[src/rtl/clk_div_pkg.sv]
// Shared encodings and defaults for the processor-clock generator.
package clk_div_pkg;

   localparam logic [1:0] MODE_STOP = 2'b00;
   localparam logic [1:0] MODE_RUN  = 2'b01;
   localparam logic [1:0] MODE_STEP = 2'b10;

   typedef enum logic [1:0] {
      IDLE,
      RUN,
      STEP_HI,
      STEP_LO
   } state_t;

   localparam int DEF_CNT_W = 25;
   localparam int DEF_HALF  = 24999999;
   localparam int DEF_CYC_W = 16;

endpackage

[src/rtl/sync_edge.sv]
// Two-flop synchroniser for an asynchronous input, followed by a one-clk rising-edge pulse.
module sync_edge (
   input  logic clk,
   input  logic rst,
   input  logic din,
   output logic pulse
);

   logic meta_reg;
   logic sync_reg;
   logic prev_reg;

   always_ff @(posedge clk or negedge rst) begin
      if (!rst) begin
         meta_reg <= 1'b0;
         sync_reg <= 1'b0;
         prev_reg <= 1'b0;
      end else begin
         meta_reg <= din;
         sync_reg <= meta_reg;
         prev_reg <= sync_reg;
      end
   end

   // Both terms come straight from flops, so the pulse is glitch-free.
   assign pulse = sync_reg & ~prev_reg;

endmodule

[src/rtl/clk_div_ctrl.sv]
// Programmable divided processor clock with run / stop / single-step modes,
// a rising-edge tick and a wrapping processor-cycle counter.
module clk_div_ctrl
   import clk_div_pkg::*;
#(
   parameter int CNT_W        = DEF_CNT_W,
   parameter int DEFAULT_HALF = DEF_HALF,
   parameter int CYC_W        = DEF_CYC_W
) (
   input  logic             clk,
   input  logic             rst,
   input  logic [CNT_W-1:0] div_half,
   input  logic             load_div,
   input  logic [1:0]       mode,
   input  logic             step_btn,
   input  logic             cyc_clr,
   output logic             out_clk,
   output logic             tick,
   output logic [CYC_W-1:0] cyc_cnt
);

   localparam logic [CNT_W-1:0] HALF_RST = CNT_W'(DEFAULT_HALF);

   state_t           state_reg;
   logic [CNT_W-1:0] cnt_reg;
   logic [CNT_W-1:0] half_act_reg;
   logic [CNT_W-1:0] half_pend_reg;
   logic [CYC_W-1:0] cyc_cnt_reg;
   logic             out_clk_reg;
   logic             tick_reg;
   logic             step_pulse;
   logic             phase_end;
   logic             run_sel;

   sync_edge u_step_sync (
      .clk  (clk),
      .rst  (rst),
      .din  (step_btn),
      .pulse(step_pulse)
   );

   assign phase_end = (cnt_reg == half_act_reg);
   assign run_sel   = (mode == MODE_RUN);

   always_ff @(posedge clk or negedge rst) begin
      if (!rst) begin
         state_reg     <= IDLE;
         cnt_reg       <= '0;
         half_act_reg  <= HALF_RST;
         half_pend_reg <= HALF_RST;
         cyc_cnt_reg   <= '0;
         out_clk_reg   <= 1'b0;
         tick_reg      <= 1'b0;
      end else begin
         tick_reg <= 1'b0;

         if (load_div)
            half_pend_reg <= div_half;
         // A new ratio only lands between phases so no phase is ever cut or stretched.
         if (phase_end || state_reg == IDLE)
            half_act_reg <= half_pend_reg;

         if (cyc_clr)
            cyc_cnt_reg <= '0;
         else if (tick_reg)
            cyc_cnt_reg <= cyc_cnt_reg + CYC_W'(1);

         cnt_reg <= phase_end ? '0 : cnt_reg + CNT_W'(1);

         case (state_reg)
            IDLE: begin
               cnt_reg <= '0;
               if (run_sel) begin
                  state_reg <= RUN;
               end else if (mode == MODE_STEP && step_pulse) begin
                  state_reg   <= STEP_HI;
                  out_clk_reg <= 1'b1;
                  tick_reg    <= 1'b1;
               end
            end
            RUN: begin
               if (!out_clk_reg && !run_sel) begin
                  state_reg <= IDLE;
                  cnt_reg   <= '0;
               end else if (phase_end) begin
                  out_clk_reg <= ~out_clk_reg;
                  tick_reg    <= ~out_clk_reg;
                  // Stopping while high: let the high phase finish, then park low.
                  if (out_clk_reg && !run_sel)
                     state_reg <= IDLE;
               end
            end
            STEP_HI: begin
               if (phase_end) begin
                  out_clk_reg <= 1'b0;
                  state_reg   <= STEP_LO;
               end
            end
            STEP_LO: begin
               if (phase_end)
                  state_reg <= IDLE;
            end
            default: state_reg <= IDLE;
         endcase
      end
   end

   assign out_clk = out_clk_reg;
   assign tick    = tick_reg;
   assign cyc_cnt = cyc_cnt_reg;

endmodule

[config.mk]
export PLATFORM = sky130hd
export DESIGN_NAME = clk_div_ctrl
export DESIGN_NICKNAME = d
export VERILOG_FILES = /design/src/rtl/clk_div_pkg.sv /design/src/rtl/sync_edge.sv /design/src/rtl/clk_div_ctrl.sv
export SDC_FILE = /design/constraint.sdc
export NUM_CORES = 1
export LEC_CHECK = 0
export CAP_MARGIN = 10
export CORE_ASPECT_RATIO = 0.9
export CORE_MARGIN = 2
export CORE_UTILIZATION = 56
export CTS_CLUSTER_SIZE = 40
export DETAILED_ROUTE_END_ITERATION = 6
export GPL_TIMING_DRIVEN = 0
export PLACE_DENSITY = 0.89
export SYNTH_ARGS = -nofsm -noshare
export SYNTH_HDL_FRONTEND = slang
export SYNTH_SLANG_ARGS = --single-unit
[constraint.sdc]
create_clock -name clk -period 2.1 [get_ports clk]
set_input_delay 0.42 -clock clk [delete_from_list [all_inputs] [get_ports clk]]
set_output_delay 0.42 -clock clk [all_outputs]
set_load 0.1 [all_outputs]
==> results.toml <==
[run_status]
outcome = "complete, no violations"

[layout]
finalNonFillerCells = 532
final_area_sq_mm = 0.00545
final_common_cell = "dfrtp_1"
drive_above_1_share = 0.326
syn_to_final_growth_pct = 19.7
n_antenna_cell = 0
seq_area_sq_mm = 0.00251
utilization = 0.685
final_cell_mix = "dfrtp_1, xor2_1, nor2_1, dfstp_2, mux2_2"
nets = 462
fill_cells = 565
multi_input_area_sq_mm = 0.00202

[power]
p_per_area_mw_per_mm2 = 956
power_leakage_uw = 0.00238
irDropWorstVdd_v = 0.000677

[sta]
min_period_ps = 2060
fin_crit_sh = 0.980
rsz0062_at_grt = "true"
setup_viol = 0
tightestPinTransition_ps = 954
skew_ps = 16.4
drv_slew = 0
relSlewSlack = 0.366
finalHoldViolations = 0
fmax_mhz = 486

[logic_synthesis]
syn_area_sq_mm = 0.00455
ys_warn_count = 0
yosysUniqueCellTypes = 43
syn_avg_cell_area_sq_um = 12.5
yosysSeqAreaShare = 0.548
synth_ff_type = "dfrtp_1"
ys_seq_elements = 98
synthCells = 365
async_flop_share = 1.00
syn_nets = 399
synth_edf_count = 0

[clock_tree]
cts.sinks = 98
path_clk_slew_ps = 100
h-tree-depth = 3
cts_buffer_depth = 2
cts_root_buf = "clkbuf_8"
cts_tree = "done"
numCtsBuffers = 9
insertion_delay_ps = 370
cts_hold_buf = 0

[global_route]
grt_max_degree = 64
grt_pass1_vias = 3069
grt_use_total = 0.211
antenna_found_initial = 0
grt_pass1_wl_mm = 14.6
grt-ovfl-total = 0

[die]
die_width_microns = 99.0
rows = 31
start_util = 0.572
coreArea_sq_mm = 0.00795
dieArea_sq_mm = 0.00886
die_h_microns = 89.5
ios = 50

[routing]
vias_per_cell = 5.64
dr.pass1.iters = 4
drt_iter0_drc = 221
route.detailed.drc = 0
wl_per_cell_microns = 16.5
wirelength_mm = 8.77
vias = 3000
ant_nets = 0

[worst_setup_path]
worst-path-stages = 1
r2r-start = "half_act_reg[18]$_DFFE_PN1P_"
worst-r2r-cell-count = 7
critical_path.max_stage_delay_ps = 870
cp.buffers_inverters = 1
startpoint_type = "register"
crit_fanout = 4
crit_chain = "dlygate4sd2_1"
crit_family = "buffers and inverters"
required_ps = 1680
rr_endpoint = "half_act_reg[15]$_DFFE_PN0P_"
r2r_slack_ps = 40
endpoint = "cyc_cnt[8]"
worstPathArrival_ps = 1640
worstSetupStartpoint = "cyc_cnt[8]$_DFFE_PN0P_"
crit_type = "register to primary output"
worstSetupEndpointType = "primary output"
cpMaxStageDelayCell = "dlygate4sd2_1"

[worst_hold_path]
hold_path.class = "input pin to asynchronous set/reset pin"

[placement]
dp.cells = 512
dp_hpwl_mm = 6.27
io_buffers = 47
place.gp.congestion = 0.809
postPlaceCellArea_sq_mm = 0.00518

[flow_run]
maxCapViolCount = 0
-- through the flow --
step,setup slack [ps],setup TNS (ps),hold slack (ps),power (uW)
floorplan,78.9,0,124,3590
global placement,-3160,-241040,332,3880
detailed placement,-115,-1680,336,3970
CTS,7.84,0,15.4,5180
global route,-12.7,-12.7,30.1,5450
finish,41.7,0,2.05,5210
-- cell type report --
| type | count | area share |
|---|---|---|
| Buffer | 11 | 0.0165 |
| Clock buffer | 11 | 0.0278 |
| Clock inverter | 5 | 0.00781 |
| Inverter | 3 | 0.00207 |
| Multi-Input combinational cell | 253 | 0.371 |
| Sequential cell | 98 | 0.460 |
| Tap cell | 99 | 0.0227 |
| Timing Repair Buffer | 52 | 0.0914 |
-- routing by layer --
metal | vias up | track usage | share of wire
li1 | 1390 | - | -
met5 | - | 0 | 0
met4 | 0 | 0.0610 | 0.018
met1 | 1510 | 0.253 | 0.42
met3 | 14 | 0.0532 | 0.050
met2 | 86 | 0.383 | 0.52
-- cell usage after synthesis (2+ instances only) --
cell | count | area, sq um
nand3_1 | 12 | 60.1
inv_1 | 3 | 11.3
nor2_1 | 42 | 158
nor4_2 | 5 | 62.6
nand2_1 | 23 | 86.3
buf_12 | 2 | 40.0
nand4_1 | 5 | 31.3
clkbuf_1 | 5 | 18.8
or3_1 | 3 | 18.8
and3_1 | 6 | 37.5
a21oi_1 | 4 | 20.0
xnor2_1 | 16 | 140
xor2_1 | 44 | 385
and4_1 | 2 | 17.5
dfrtp_1 | 64 | 1600
mux2_4 | 20 | 300
buf_2 | 3 | 15.0
dfstp_2 | 34 | 893
mux2_2 | 30 | 338
nor3_1 | 6 | 30.0
o21ai_0 | 6 | 30.0
nor4_1 | 8 | 50.1
ha_1 | 2 | 25.0
-- power breakdown --
group          switching, uW  leakage (uW)  total, uW  internal (uW)
combinational            514       0.00111       1230            721
clock                    675     0.0000974       1190            513
sequential               376       0.00117       2780           2410
-- worst min path at each step --
stage / end
6_report: cyc_cnt[4]$_DFFE_PN0P_
3_5_place_dp: u_step_sync.sync_reg$_DFF_PN0_
2_1_floorplan: cnt_reg[0]$_DFF_PN0_
3_3_place_gp: u_step_sync.sync_reg$_DFF_PN0_
5_1_grt: cyc_cnt[4]$_DFFE_PN0P_
4_1_cts: cyc_cnt[4]$_DFFE_PN0P_
-- worst register-to-register path: cells and delay by family, from the launching register on --
| family | cells | cell delay [ps] |
|---|---|---|
| flops | 1 | 550 |
| buf+inv | 2 | 360 |
| compound gates | 1 | 310 |
| mux | 1 | 300 |
| simple gates | 2 | 260 |
| xor+xnor | 1 | 180 |
-- repair_timing --
action | CTS | global route
buffers inserted | 4 | 0
resized for setup | 24 | 24
setup endpoints to repair | 46 | 48
pin swaps | 3 | 4
-- kinds of logic after synthesis --
kind of cell / Yosys count / share of synthesized area
compound gates: 18 / 0.0275
xor+xnor: 60 / 0.115
fa+ha+maj: 2 / 0.00550
buf+inv: 14 / 0.0195
flops: 98 / 0.548
mux: 51 / 0.142
simple gates: 122 / 0.141
Note: power is estimated with default switching activity, not from simulation.
